<file path="config.mk">
export PLATFORM = sky130hd
export DESIGN_NAME = fixed_absmax_quantizer
export DESIGN_NICKNAME = d
export VERILOG_FILES = /design/src/rtl/fixed_quant_pkg.sv /design/src/rtl/fixed_serial_divider.sv /design/src/rtl/fixed_absmax_quantizer.sv
export SDC_FILE = /design/constraint.sdc
export NUM_CORES = 2
export LEC_CHECK = 0
export ABC_AREA = 1
export CORE_ASPECT_RATIO = 0.8
export CORE_MARGIN = 10
export CORE_UTILIZATION = 60
export CTS_CLUSTER_SIZE = 20
export DETAILED_ROUTE_END_ITERATION = 16
export GPL_TIMING_DRIVEN = 0
export PLACE_DENSITY = 0.82
export SLEW_MARGIN = 10
export SYNTH_ARGS = -nofsm -noshare
export SYNTH_HDL_FRONTEND = slang
export SYNTH_SLANG_ARGS = --single-unit
</file>
<file path="constraint.sdc">
create_clock -name clk -period 7.5 [get_ports clk]
set_input_delay 1.875 -clock clk [delete_from_list [all_inputs] [get_ports clk]]
set_output_delay 1.875 -clock clk [all_outputs]
set_load 0.05 [all_outputs]
</file>
<file path="src/rtl/fixed_quant_pkg.sv">
// Shared definitions for the int8 absmax quantizer and the dequantizing linear
// layer downstream of it.
//   Q_MAX / Q_WIDTH : symmetric int8 code range (codes live in [-Q_MAX, Q_MAX])
//   quant_state_t   : quantizer control states
//   recip_width()   : width of the reciprocal scale 127 << frac
//   round_bias()    : half-LSB constant added before an arithmetic right shift
package fixed_quant_pkg;

    localparam int Q_MAX   = 127;
    localparam int Q_WIDTH = 8;

    typedef enum logic [1:0] {
        FILL  = 2'd0,
        DIV   = 2'd1,
        DRAIN = 2'd2
    } quant_state_t;

    // 127 needs 7 bits, so 127 << frac needs 7 + frac bits.
    function automatic int recip_width(input int frac);
        return 7 + frac;
    endfunction

    // Adding half an output LSB before a floor shift rounds half toward +inf.
    function automatic longint round_bias(input int frac);
        return (frac > 0) ? (longint'(1) << (frac - 1)) : longint'(0);
    endfunction

endpackage

</file>
<file path="src/rtl/fixed_serial_divider.sv">
// Unsigned restoring divider, one quotient bit per clock.
//   clk, rst  : clock, asynchronous active-low reset
//   start     : load dividend/divisor and begin (ignored semantics of busy: restarts)
//   dividend  : DIVIDEND_WIDTH-bit unsigned numerator
//   divisor   : DIVISOR_WIDTH-bit unsigned denominator
//   busy      : high while quotient bits are being produced
//   done      : one-cycle pulse once the quotient is complete
//   quotient  : floor(dividend / divisor); 0 when divisor is 0
// The divide takes DIVIDEND_WIDTH cycles after start; done is high in the
// cycle following the last quotient bit.
module fixed_serial_divider #(
    parameter int DIVIDEND_WIDTH = 23,
    parameter int DIVISOR_WIDTH  = 16
) (
    input  logic                      clk,
    input  logic                      rst,
    input  logic                      start,
    input  logic [DIVIDEND_WIDTH-1:0] dividend,
    input  logic [DIVISOR_WIDTH-1:0]  divisor,
    output logic                      busy,
    output logic                      done,
    output logic [DIVIDEND_WIDTH-1:0] quotient
);

    localparam int CNT_W = $clog2(DIVIDEND_WIDTH + 1);

    logic [CNT_W-1:0]          cnt;
    logic [DIVISOR_WIDTH-1:0]  rem;
    logic [DIVISOR_WIDTH-1:0]  dvsr;
    // Dividend bits shift out of the top while quotient bits shift in at the bottom.
    logic [DIVIDEND_WIDTH-1:0] work;

    logic [DIVISOR_WIDTH:0]    rem_sh;
    logic [DIVISOR_WIDTH:0]    rem_sub;
    logic                      fits;

    always_comb begin
        rem_sh  = {rem, work[DIVIDEND_WIDTH-1]};
        rem_sub = rem_sh - {1'b0, dvsr};
        fits    = (rem_sh >= {1'b0, dvsr});
    end

    always_ff @(posedge clk or negedge rst) begin
        if (!rst) begin
            busy <= 1'b0;
            done <= 1'b0;
            cnt  <= '0;
            rem  <= '0;
            dvsr <= '0;
            work <= '0;
        end else begin
            done <= 1'b0;
            if (start) begin
                busy <= 1'b1;
                cnt  <= '0;
                rem  <= '0;
                dvsr <= divisor;
                work <= dividend;
            end else if (busy) begin
                // The partial remainder stays below the divisor, so it fits
                // back into DIVISOR_WIDTH bits either way.
                rem  <= fits ? rem_sub[DIVISOR_WIDTH-1:0] : rem_sh[DIVISOR_WIDTH-1:0];
                work <= {work[DIVIDEND_WIDTH-2:0], fits};
                cnt  <= cnt + 1'b1;
                if (cnt == CNT_W'(DIVIDEND_WIDTH - 1)) begin
                    busy <= 1'b0;
                    done <= 1'b1;
                end
            end
        end
    end

    // A zero divisor makes every trial subtraction "fit"; mask that to 0.
    assign quotient = (dvsr == '0) ? '0 : work;

endmodule

</file>
<file path="src/rtl/fixed_absmax_quantizer.sv">
// Streaming per-vector absmax quantizer (int8 activation path).
// Buffers IN_DEPTH beats of IN_PARALLELISM signed elements, finds the vector
// absmax, computes R = floor((127 << RECIP_FRAC) / absmax) serially, then
// emits q = sat(round(x * R >> RECIP_FRAC)) per element with the absmax.
//   clk, rst               : clock, asynchronous active-low reset
//   data_in[]              : signed input elements, one beat
//   data_in_valid/ready    : input handshake (ready only while filling)
//   data_out[]             : signed int8 codes in [-127, 127]
//   data_out_max_num       : absmax of the vector being emitted
//   data_out_valid/ready   : output handshake
module fixed_absmax_quantizer
    import fixed_quant_pkg::*;
#(
    parameter int IN_WIDTH       = 16,
    parameter int IN_PARALLELISM = 4,
    parameter int IN_DEPTH       = 2,
    parameter int RECIP_FRAC     = 16,
    parameter int OUT_WIDTH      = Q_WIDTH,
    parameter int MAX_NUM_WIDTH  = IN_WIDTH
) (
    input  logic                       clk,
    input  logic                       rst,
    input  logic signed [IN_WIDTH-1:0] data_in [IN_PARALLELISM],
    input  logic                       data_in_valid,
    output logic                       data_in_ready,
    output logic signed [OUT_WIDTH-1:0] data_out [IN_PARALLELISM],
    output logic [MAX_NUM_WIDTH-1:0]   data_out_max_num,
    output logic                       data_out_valid,
    input  logic                       data_out_ready
);

    localparam int QW    = recip_width(RECIP_FRAC);
    localparam int PW    = IN_WIDTH + QW + 1;
    localparam int PTR_W = (IN_DEPTH > 1) ? $clog2(IN_DEPTH) : 1;

    localparam logic [QW-1:0]        DIVIDEND = QW'(Q_MAX) << RECIP_FRAC;
    localparam logic signed [PW-1:0] RND_BIAS = PW'(round_bias(RECIP_FRAC));
    localparam logic signed [PW-1:0] SAT_HI   = PW'(Q_MAX);
    localparam logic signed [PW-1:0] SAT_LO   = -SAT_HI;

    // |x| in MAX_NUM_WIDTH unsigned; the most negative input maps to 2^(IN_WIDTH-1).
    function automatic logic [MAX_NUM_WIDTH-1:0] abs_val(input logic signed [IN_WIDTH-1:0] x);
        logic signed [IN_WIDTH:0] ext;
        logic signed [IN_WIDTH:0] mag;
        ext = x;
        mag = ext[IN_WIDTH] ? -ext : ext;
        return MAX_NUM_WIDTH'($unsigned(mag));
    endfunction

    // Clamp to the symmetric code range so -128 can never appear.
    function automatic logic signed [OUT_WIDTH-1:0] saturate(input logic signed [PW-1:0] v);
        if (v > SAT_HI)
            return OUT_WIDTH'(SAT_HI);
        else if (v < SAT_LO)
            return OUT_WIDTH'(SAT_LO);
        else
            return OUT_WIDTH'(v);
    endfunction

    // x * R rounded half toward +inf at the RECIP_FRAC binary point, then clamped.
    function automatic logic signed [OUT_WIDTH-1:0] quantize(input logic signed [IN_WIDTH-1:0] x,
                                                             input logic [QW-1:0] r);
        logic signed [PW-1:0] xe;
        logic signed [PW-1:0] re;
        logic signed [PW-1:0] p;
        logic signed [PW-1:0] q;
        xe = PW'(x);
        re = $signed(PW'(r));
        p  = xe * re;
        q  = (p + RND_BIAS) >>> RECIP_FRAC;
        return saturate(q);
    endfunction

    quant_state_t state, next_state;

    logic signed [IN_WIDTH-1:0] vec_buf [IN_DEPTH][IN_PARALLELISM];
    logic [PTR_W-1:0]           wr_ptr;
    logic [PTR_W-1:0]           rd_ptr;
    logic [PTR_W-1:0]           sel;
    logic [MAX_NUM_WIDTH-1:0]   tracker;
    logic [MAX_NUM_WIDTH-1:0]   absmax;
    logic [MAX_NUM_WIDTH-1:0]   beat_max;
    logic                       last_loaded;

    logic                       in_fire;
    logic                       out_fire;
    logic                       last_in;

    logic                       div_busy;
    logic                       div_done;
    logic [QW-1:0]              recip;

    logic signed [OUT_WIDTH-1:0] q_next [IN_PARALLELISM];

    assign in_fire  = data_in_valid & data_in_ready;
    assign out_fire = data_out_valid & data_out_ready;
    assign last_in  = in_fire && (wr_ptr == PTR_W'(IN_DEPTH - 1));

    // Running absmax including the beat currently on the input; on the last
    // beat this is the whole-vector absmax and feeds the divider directly.
    always_comb begin
        beat_max = tracker;
        for (int i = 0; i < IN_PARALLELISM; i++) begin
            if (abs_val(data_in[i]) > beat_max)
                beat_max = abs_val(data_in[i]);
        end
    end

    fixed_serial_divider #(
        .DIVIDEND_WIDTH (QW),
        .DIVISOR_WIDTH  (MAX_NUM_WIDTH)
    ) u_div (
        .clk      (clk),
        .rst      (rst),
        .start    (last_in),
        .dividend (DIVIDEND),
        .divisor  (beat_max),
        .busy     (div_busy),
        .done     (div_done),
        .quotient (recip)
    );

    // FSM: state register
    always_ff @(posedge clk or negedge rst) begin
        if (!rst)
            state <= FILL;
        else
            state <= next_state;
    end

    // FSM: next-state logic
    always_comb begin
        next_state = state;
        unique case (state)
            FILL:    if (last_in) next_state = DIV;
            DIV:     if (div_done && !div_busy) next_state = DRAIN;
            DRAIN:   if (out_fire && last_loaded) next_state = FILL;
            default: next_state = FILL;
        endcase
    end

    // FSM: outputs (single buffer, so input is closed outside FILL)
    always_comb begin
        data_in_ready = (state == FILL);
    end

    // Beat 0 is loaded as the divide completes; later beats follow rd_ptr.
    assign sel = (state == DRAIN) ? rd_ptr : '0;

    always_comb begin
        for (int i = 0; i < IN_PARALLELISM; i++)
            q_next[i] = quantize(vec_buf[sel][i], recip);
    end

    always_ff @(posedge clk) begin
        if (in_fire)
            vec_buf[wr_ptr] <= data_in;
    end

    always_ff @(posedge clk or negedge rst) begin
        if (!rst) begin
            wr_ptr           <= '0;
            rd_ptr           <= '0;
            tracker          <= '0;
            absmax           <= '0;
            last_loaded      <= 1'b0;
            data_out_valid   <= 1'b0;
            data_out_max_num <= '0;
            for (int i = 0; i < IN_PARALLELISM; i++)
                data_out[i] <= '0;
        end else begin
            if (in_fire) begin
                wr_ptr  <= last_in ? '0 : wr_ptr + 1'b1;
                tracker <= last_in ? '0 : beat_max;
                if (last_in)
                    absmax <= beat_max;
            end

            if (state == DIV && div_done) begin
                data_out         <= q_next;
                data_out_max_num <= absmax;
                data_out_valid   <= 1'b1;
                rd_ptr           <= PTR_W'(1);
                last_loaded      <= (IN_DEPTH == 1);
            end else if (state == DRAIN && out_fire) begin
                if (last_loaded) begin
                    data_out_valid <= 1'b0;
                    last_loaded    <= 1'b0;
                    rd_ptr         <= '0;
                end else begin
                    data_out    <= q_next;
                    last_loaded <= (rd_ptr == PTR_W'(IN_DEPTH - 1));
                    rd_ptr      <= rd_ptr + 1'b1;
                end
            end
        end
    end

endmodule

</file>
# ---- Word-level counts from Yosys, hierarchy flattened
# Memory sizes are Yosys's and may differ from the RTL's.
# Index checks and enable logic that the tools add are counted.
dict set report totals {
  reg_bits 148
  mem_bits_rw 128
  input_bits 68
  wordCells 123
  memories 1
}
# memory depth word_bits rd rd_ports_with_merged_regs wr line
set memory_table {}
lappend memory_table {vec_buf 2 64 1 0 1 fixed_absmax_quantizer.sv:76} ;# logic signed [IN_WIDTH-1:0] vec_buf [IN_DEPTH][IN_PARALLELISM];
dict set report op_classes {
  addsub 12
  mul 4
  n_lt_le_gt_ge 13
  eq_ne 7
  mux 51
  bitwise 2
  n_reduce_logical 15
}
# cell n
set op_table {}
lappend op_table {{16-bit 2-to-1 mux} 12}
lappend op_table {{40-bit by 17-bit adder with 40-bit output, second input constant} 4}
lappend op_table {{16-bit by 24-bit multiplier with 40-bit output} 4}
lappend op_table {{24-bit by 8-bit > comparator with 1-bit output, second input constant} 4}
lappend op_table {{24-bit by 8-bit < comparator with 1-bit output, second input constant} 4}
lappend op_table {{32-bit 2-to-1 mux} 3}
lappend op_table {{23-bit 2-to-1 mux} 3}
lappend op_table {{16-bit > comparator} 4}
lappend op_table {{8-bit 2-to-1 mux} 8}
lappend op_table {{16-bit negator} 4}
lappend op_table {{1-bit 2-to-1 mux} 19}
lappend op_table {{17-bit by 16-bit greater-or-equal comparator with 1-bit output} 1}
lappend op_table {{16-bit logical NOT} 1}
lappend op_table {{16-bit subtractor} 1}
lappend op_table {{5-bit 2-to-1 mux} 2}
lappend op_table {{2-bit 2-to-1 mux} 3}
lappend op_table {{2-bit one-hot mux with 3 select lines} 1}
lappend op_table {{2-bit AND reduction} 3}
lappend op_table {{2-bit nonzero test} 3}
lappend op_table {{5-bit by 1-bit adder with 5-bit output, second input constant} 1}
lappend op_table {{5-bit == test, second input constant} 1}
lappend op_table {{1-bit logical AND} 5}
lappend op_table {{2-bit by 1-bit != test with 1-bit output, second input constant} 2}
lappend op_table {{2-bit != test, second input constant} 2}
lappend op_table {{7 further kinds} 9}

# ---- Depth between registers and ports, before layout
dict set report logic_depth {
  word_depth 11
  ltp_mapped 59
  ltp_nobuf 54
}

# ---- By module
# A second synthesis with hierarchy kept.
dict set report hier_totals {
  hier_cells 7900
  area_unflattened_um2 63661.1
}
# mod n_inst cells_each area_per_inst_um2
set modules_own_cells {}
lappend modules_own_cells {fixed_absmax_quantizer 1 7339 59572.1}
lappend modules_own_cells {fixed_serial_divider 1 561 4088.9}

# ---- Worst setup path after synthesis
# Ideal clock, no wire load.
dict set report synth_timing {
  path_kind {input to register}
  startpoint {input data_in[48] (netlist bit)}
  endpoint {register tracker[15]}
  arrival_ps 9538
  t_required_ps 7424
  slack_ps -2114
  stages 52
  path_buffers 6
  cell_sequence {nor3_1 -> nor3b_1 -> inv_1 -> nor3_1 -> nand2_1 -> nor3_1 -> inv_1 -> nor4_1 -> ha_1 -> a21oi_1 -> o21ai_0 -> a21oi_1 -> nand2_2 -> nand2_2 -> clkbuf_1 -> clkbuf_1 -> o21ai_0 -> ha_1 -> [... 16 more ...] -> nand4_2 -> nand2_4 -> buf_6 -> nand2_1 -> and2_1 -> ha_1 -> inv_1 -> o21bai_1 -> a221oi_1 -> o211ai_1 -> nand2_1 -> o2111ai_1 -> nand2_1 -> clkbuf_1 -> inv_1 -> o21ai_0 -> nand3_1 -> nand2_1}
}
dict set report synth_via {
  elab_chain_cells 11
}
# item line
set synth_rtl {}
lappend synth_rtl {{start, declared} fixed_absmax_quantizer.sv:23} ;# input logic signed [IN_WIDTH-1:0] data_in [IN_PARALLELISM],
lappend synth_rtl {{16-bit negator} fixed_absmax_quantizer.sv:46} ;# mag = ext[IN_WIDTH] ? -ext : ext;
lappend synth_rtl {{16-bit 2-to-1 mux *} fixed_absmax_quantizer.sv:46}
lappend synth_rtl {{16-bit > comparator} fixed_absmax_quantizer.sv:104} ;# if (abs_val(data_in[i]) > beat_max)
lappend synth_rtl {{16-bit 2-to-1 mux *} fixed_absmax_quantizer.sv:104}
lappend synth_rtl {{16-bit > comparator} fixed_absmax_quantizer.sv:104}
lappend synth_rtl {{16-bit 2-to-1 mux *} fixed_absmax_quantizer.sv:104}
lappend synth_rtl {{16-bit > comparator} fixed_absmax_quantizer.sv:104}
lappend synth_rtl {{16-bit 2-to-1 mux *} fixed_absmax_quantizer.sv:104}
lappend synth_rtl {{16-bit > comparator} fixed_absmax_quantizer.sv:104}
lappend synth_rtl {{16-bit 2-to-1 mux *} fixed_absmax_quantizer.sv:104}
lappend synth_rtl {{16-bit 2-to-1 mux *} fixed_absmax_quantizer.sv:174} ;# tracker <= last_in ? '0 : beat_max;
lappend synth_rtl {{end signal, assigned} fixed_absmax_quantizer.sv:174}
lappend synth_rtl {{end, declared} fixed_absmax_quantizer.sv:80} ;# logic [MAX_NUM_WIDTH-1:0] tracker;
# Every way passes the cells marked *; elsewhere a longest branch is shown, timed or not.
# A chain may end at the register's enable or synchronous reset.

# ---- Worst setup path in the final report
dict set report layout_timing {
  startpoint {input data_in[48] (netlist bit)}
  endpoint {register u_div.dvsr[15]}
}
dict set report layout_via {
  elab_chain_cells 10
}
# item line
set layout_rtl {}
lappend layout_rtl {{16-bit negator} fixed_absmax_quantizer.sv:46}
lappend layout_rtl {{16-bit 2-to-1 mux *} fixed_absmax_quantizer.sv:46}
lappend layout_rtl {{16-bit > comparator} fixed_absmax_quantizer.sv:104}
lappend layout_rtl {{16-bit 2-to-1 mux *} fixed_absmax_quantizer.sv:104}
lappend layout_rtl {{16-bit > comparator} fixed_absmax_quantizer.sv:104}
lappend layout_rtl {{16-bit 2-to-1 mux *} fixed_absmax_quantizer.sv:104}
lappend layout_rtl {{16-bit > comparator} fixed_absmax_quantizer.sv:104}
lappend layout_rtl {{16-bit 2-to-1 mux *} fixed_absmax_quantizer.sv:104}
lappend layout_rtl {{16-bit > comparator} fixed_absmax_quantizer.sv:104}
lappend layout_rtl {{16-bit 2-to-1 mux *} fixed_absmax_quantizer.sv:104}
lappend layout_rtl {{end signal, assigned} fixed_serial_divider.sv:57} ;# dvsr <= divisor;
lappend layout_rtl {{end, declared} fixed_serial_divider.sv:29} ;# logic [DIVISOR_WIDTH-1:0] dvsr;
# Marks and branches as above.

==> results.md <==
- The run finished, with violations left.
- The final reports fail on negative setup slack.
- Entering global routing, the biggest net connects 99 pins.
- The floorplan step defined a die boundary enclosing ~120,000 um^2.
- Setup repair after global routing could not meet its margin everywhere.
- The total global routing track utilization is between 30% and 40%.
- The commonest cells after synthesis are sky130_fd_sc_hd__inv_1 (1,766), sky130_fd_sc_hd__nand2_1 (1,647), sky130_fd_sc_hd__fa_1 (1,165).
- The final layout contains 10,150 nets.
- The worst hold path begins at data_out[16].
- After detailed routing, the number of remaining DRC violations is 0.
- The synthesis-to-layout area growth is 20.79%.
- The tightest min-delay check is of the flop to flop type.
- The final worst clock skew is 0.02989 ns.
- The average routed wire per standard cell is 25.57 um.
- The total overflow left after global routing is 0.
- The arrival time of the worst setup path is 10.08 ns.
- For this run, the number of Yosys warnings is 0.
- The number of cell rows is 106.
- The worst-path cell with the longest stage delay is sky130_fd_sc_hd__nor4_4.
- The area share of the largest cell type after synthesis is 37.12%.
- The total of flip-flops plus latches after synthesis is between 200 and 300.
- The tightest hold margin is ~0.48 ns.
- The worst setup path category is input pin to flop.
- The number of nets with antenna violations after detailed routing is 0.
- The delay of the slowest cell on the worst path is 0.32 ns.
- The area occupied by registers is 7147 um^2.
- Setup violations remaining at the end of the flow were counted as 61.
- Summed over all nets, the half-perimeter wirelength after detailed placement is 185.2 mm.
- After synthesis, the cell types taking the most area are sky130_fd_sc_hd__fa_1 (37%), sky130_fd_sc_hd__ha_1 (12%), sky130_fd_sc_hd__inv_1 (11%).
- The number of nets in the synthesized netlist is 9,661.
- Across the run, the number of max-cap violations was 0.
- The post-synthesis cell type count is 72.
- The total number of clock tree sinks is 260.
- After clock tree synthesis, the clock-pin slew on the worst setup and hold paths is around 0.06 ns.
- The sequential share of the synthesized area is 11.38%.
- The number of iterations in the first detailed-routing pass is 9.
- Across all layers, the routed design uses 58,840 vias.
- The multi-input logic area is 51,630 um^2.
- Tracing the worst setup path back leads to its startpoint at data_in[48].
- The uppermost metal layer occupied by signal nets is met5.
- The sum of routed wire length over all layers is 249.0 mm.
- The reg-to-reg startpoint is state[0].
- In this run the number of H-tree levels came out at 1.
- In the final layout, the share of cells above drive strength 1 is approximately 17%.
- In the final routing, the length of wire on met1 measures roughly 86 mm.
- Static timing analysis puts the maximum clock frequency at between 100 and 150 MHz.
- The most repeated cell in the gate-level netlist after synthesis is sky130_fd_sc_hd__inv_1.
- Synthesis produced a netlist whose cell count is between 7,000 and 8,000.
- The clock insertion delay at the later pin of the skew report is 0.67 ns.
- The library cell appearing most often on the critical path is sky130_fd_sc_hd__nand2_2.
- The routed design uses 40.06 mm of met3 wire.
- In this run the tool buffered the top-level ports with 117 buffer cells.
- The per-cell via count in the routed design is 6.041.
- The quantity of hold-fixing buffers added after cts is 0.
- The initial antenna violation count is 15.
- For the worst setup path, the data required time is just over 8 ns.
- The prevailing post-synth register cell is sky130_fd_sc_hd__dfrtp_1.
- The chip width is between 300 and 400 um.
- The number of flops mapped to enable cells by yosys is 128.
- Of all nets on the critical path, the largest fanout is 7.
- TritonCTS built the clock tree.
- The post-synthesis instance area is ~63,000 um^2.
- The routed design uses 101.2 mm of met2 wire.
- The post-synthesis cell type with the largest combined area is sky130_fd_sc_hd__fa_1.
- The clock passes through at most 3 buffers.
- The startpoint type of the worst setup path is an input pin.
- The count of final max-slew check failures is 0.
- STA classifies the critical path endpoint as a flop.
- For this run, asynchronously set or reset flops after synthesis account for 50.77%.
- In this run the mean area of a mapped cell was 8.044 um^2.
- The congestion estimate from routability-driven global placement came to 1.063.
- The post-route worst setup slack is -1.994 ns.
- The total count of hold-check failures in the final report is 0.
- For the pin with the worst max-slew slack, the measured transition is between 1 and 1.5 ns.
- The first-pass GRT wire length is 353.8 mm.
- The final standard cell count with taps included and fillers excluded is 9,740.
- For the finished layout, the period the worst path requires is 9.494 ns.
- The fraction of the cycle the final worst path needs is 126.6%.
- In this run the vertical extent of the chip is 309.4 um.
- The tree is rooted in a sky130_fd_sc_hd__clkbuf_16.
- The number of global-route vias before repair is approximately 59,000.
- At the end of the flow the core is filled with cells to 72.80%.
- The layout filler cell count is approximately 7,700.
- After the first detailed-routing iteration, the DRC count stood at 7,325.
- The max-slew headroom at the worst pin is 23.64%.
- The number of primary I/O pins is approximately 120.
- The number of buffers inserted during clock tree synthesis is 30.
- Including well taps, the total number of placed cells is 9,339.
- The initial cell density of the core is between 60% and 70%.
- The region available for standard cell placement spans 104,200 um^2.
## cells in the final DEF, fill, tap and decap left out, drive strengths merged, types with 53 or more instances in the layout
master and n:
nor3 53, clkbuf 211, buf 474, clkdlybuf4s50 105
dfrtp 132, xor2 83, nor2 871, a21oi 246
fa 1165, nand2 1663, inv 1791, nand3 156
xnor2 70, o21ai 245, ha 618, edfxtp 128
## critical path: cells and delay by family
kind | cells | cell delay (ns)
buf+inv | 16 | 1.60
xor+xnor | 1 | 0.17
simple gates | 28 | 3.81
compound gates | 8 | 1.26
fa+ha+maj | 5 | 1.35
## registers in the layout, indices dropped and copies added (netlist names)
name,count
data_out_max_num,16
data_out_valid,1
rd_ptr,1
state,2
u_div.rem,16
vec_buf,128
last_loaded,1
u_div.work,23
tracker,16
u_div.dvsr,4
u_div.busy,1
data_out,32
u_div.cnt,5
absmax,12
u_div.done,1
wr_ptr,1
## per-layer routing
metal / up-vias / global-route usage, %
met2: 4634 / 57.73
li1: 24390 / -
met4: 24 / 23.62
met1: 28420 / 48.29
met3: 1370 / 18.26
met5: - / 2.424
## through the flow
step / setup TNS, ns / worst slack [ns] / cell area [um^2]
6_report: -73.44 / -1.994 / 75890
5_1_grt: -86.35 / -2.239 / 75850
4_1_cts: -75.39 / -1.880 / 70770
3_5_place_dp: -173.39 / -3.788 / 66120
3_3_place_gp: -398.47 / -3.794 / 65950
2_1_floorplan: -39.93 / -1.284 / 63020
## cell type report
type                       count  share of cell area [%]
multi-input combinational   5445                   68.04
sequential                   260                   9.418
inverter                    1800                   9.096
timing repair buffer         457                   5.799
buffer                       304                   4.005
tap                         1404                   2.315
clock buffer                  35                   1.068
clock inverter                21                  0.2094
antenna                       14                 0.04617
## timing repair
item	in CTS	in global routing
pin swaps	103	288
endpoints found under the setup margin	64	64
setup buffers	114	208
cloned	8	8
resized for setup	827	1162
## kinds of logic (layout without fill, tap and decap cells)
logic type / Yosys count / after routing / share of synthesized area [%]
AO/OA/AOI/OAI: 661 / 661 / 6.243
flip-flops: 260 / 260 / 11.38
buffers and inverters: 2105 / 2617 / 12.63
XOR/XNOR: 153 / 153 / 2.169
other: 0 / 14 / 0
AND/OR/NAND/NOR: 2848 / 2848 / 18.15
adder cells (fa/ha/maj): 1783 / 1783 / 49.43
## path summary, 6_finish.rpt
kind,slack (ns),endpoint,cells past startpoint
worst min-delay path,0.48,data_out[16],2
min in group asynchronous,1.09,data_out[9],1
worst min register to register,0.48,data_out[16],2
worst max register to register,-0.55,data_out[3],30
max in group asynchronous,5.40,u_div.rem[14],2
worst max-delay path,-1.99,u_div.dvsr[15],58
Power is left out: the tool's default activity adds up to more than one toggle a clock period on the data nets, which glitch-free logic cannot reach.
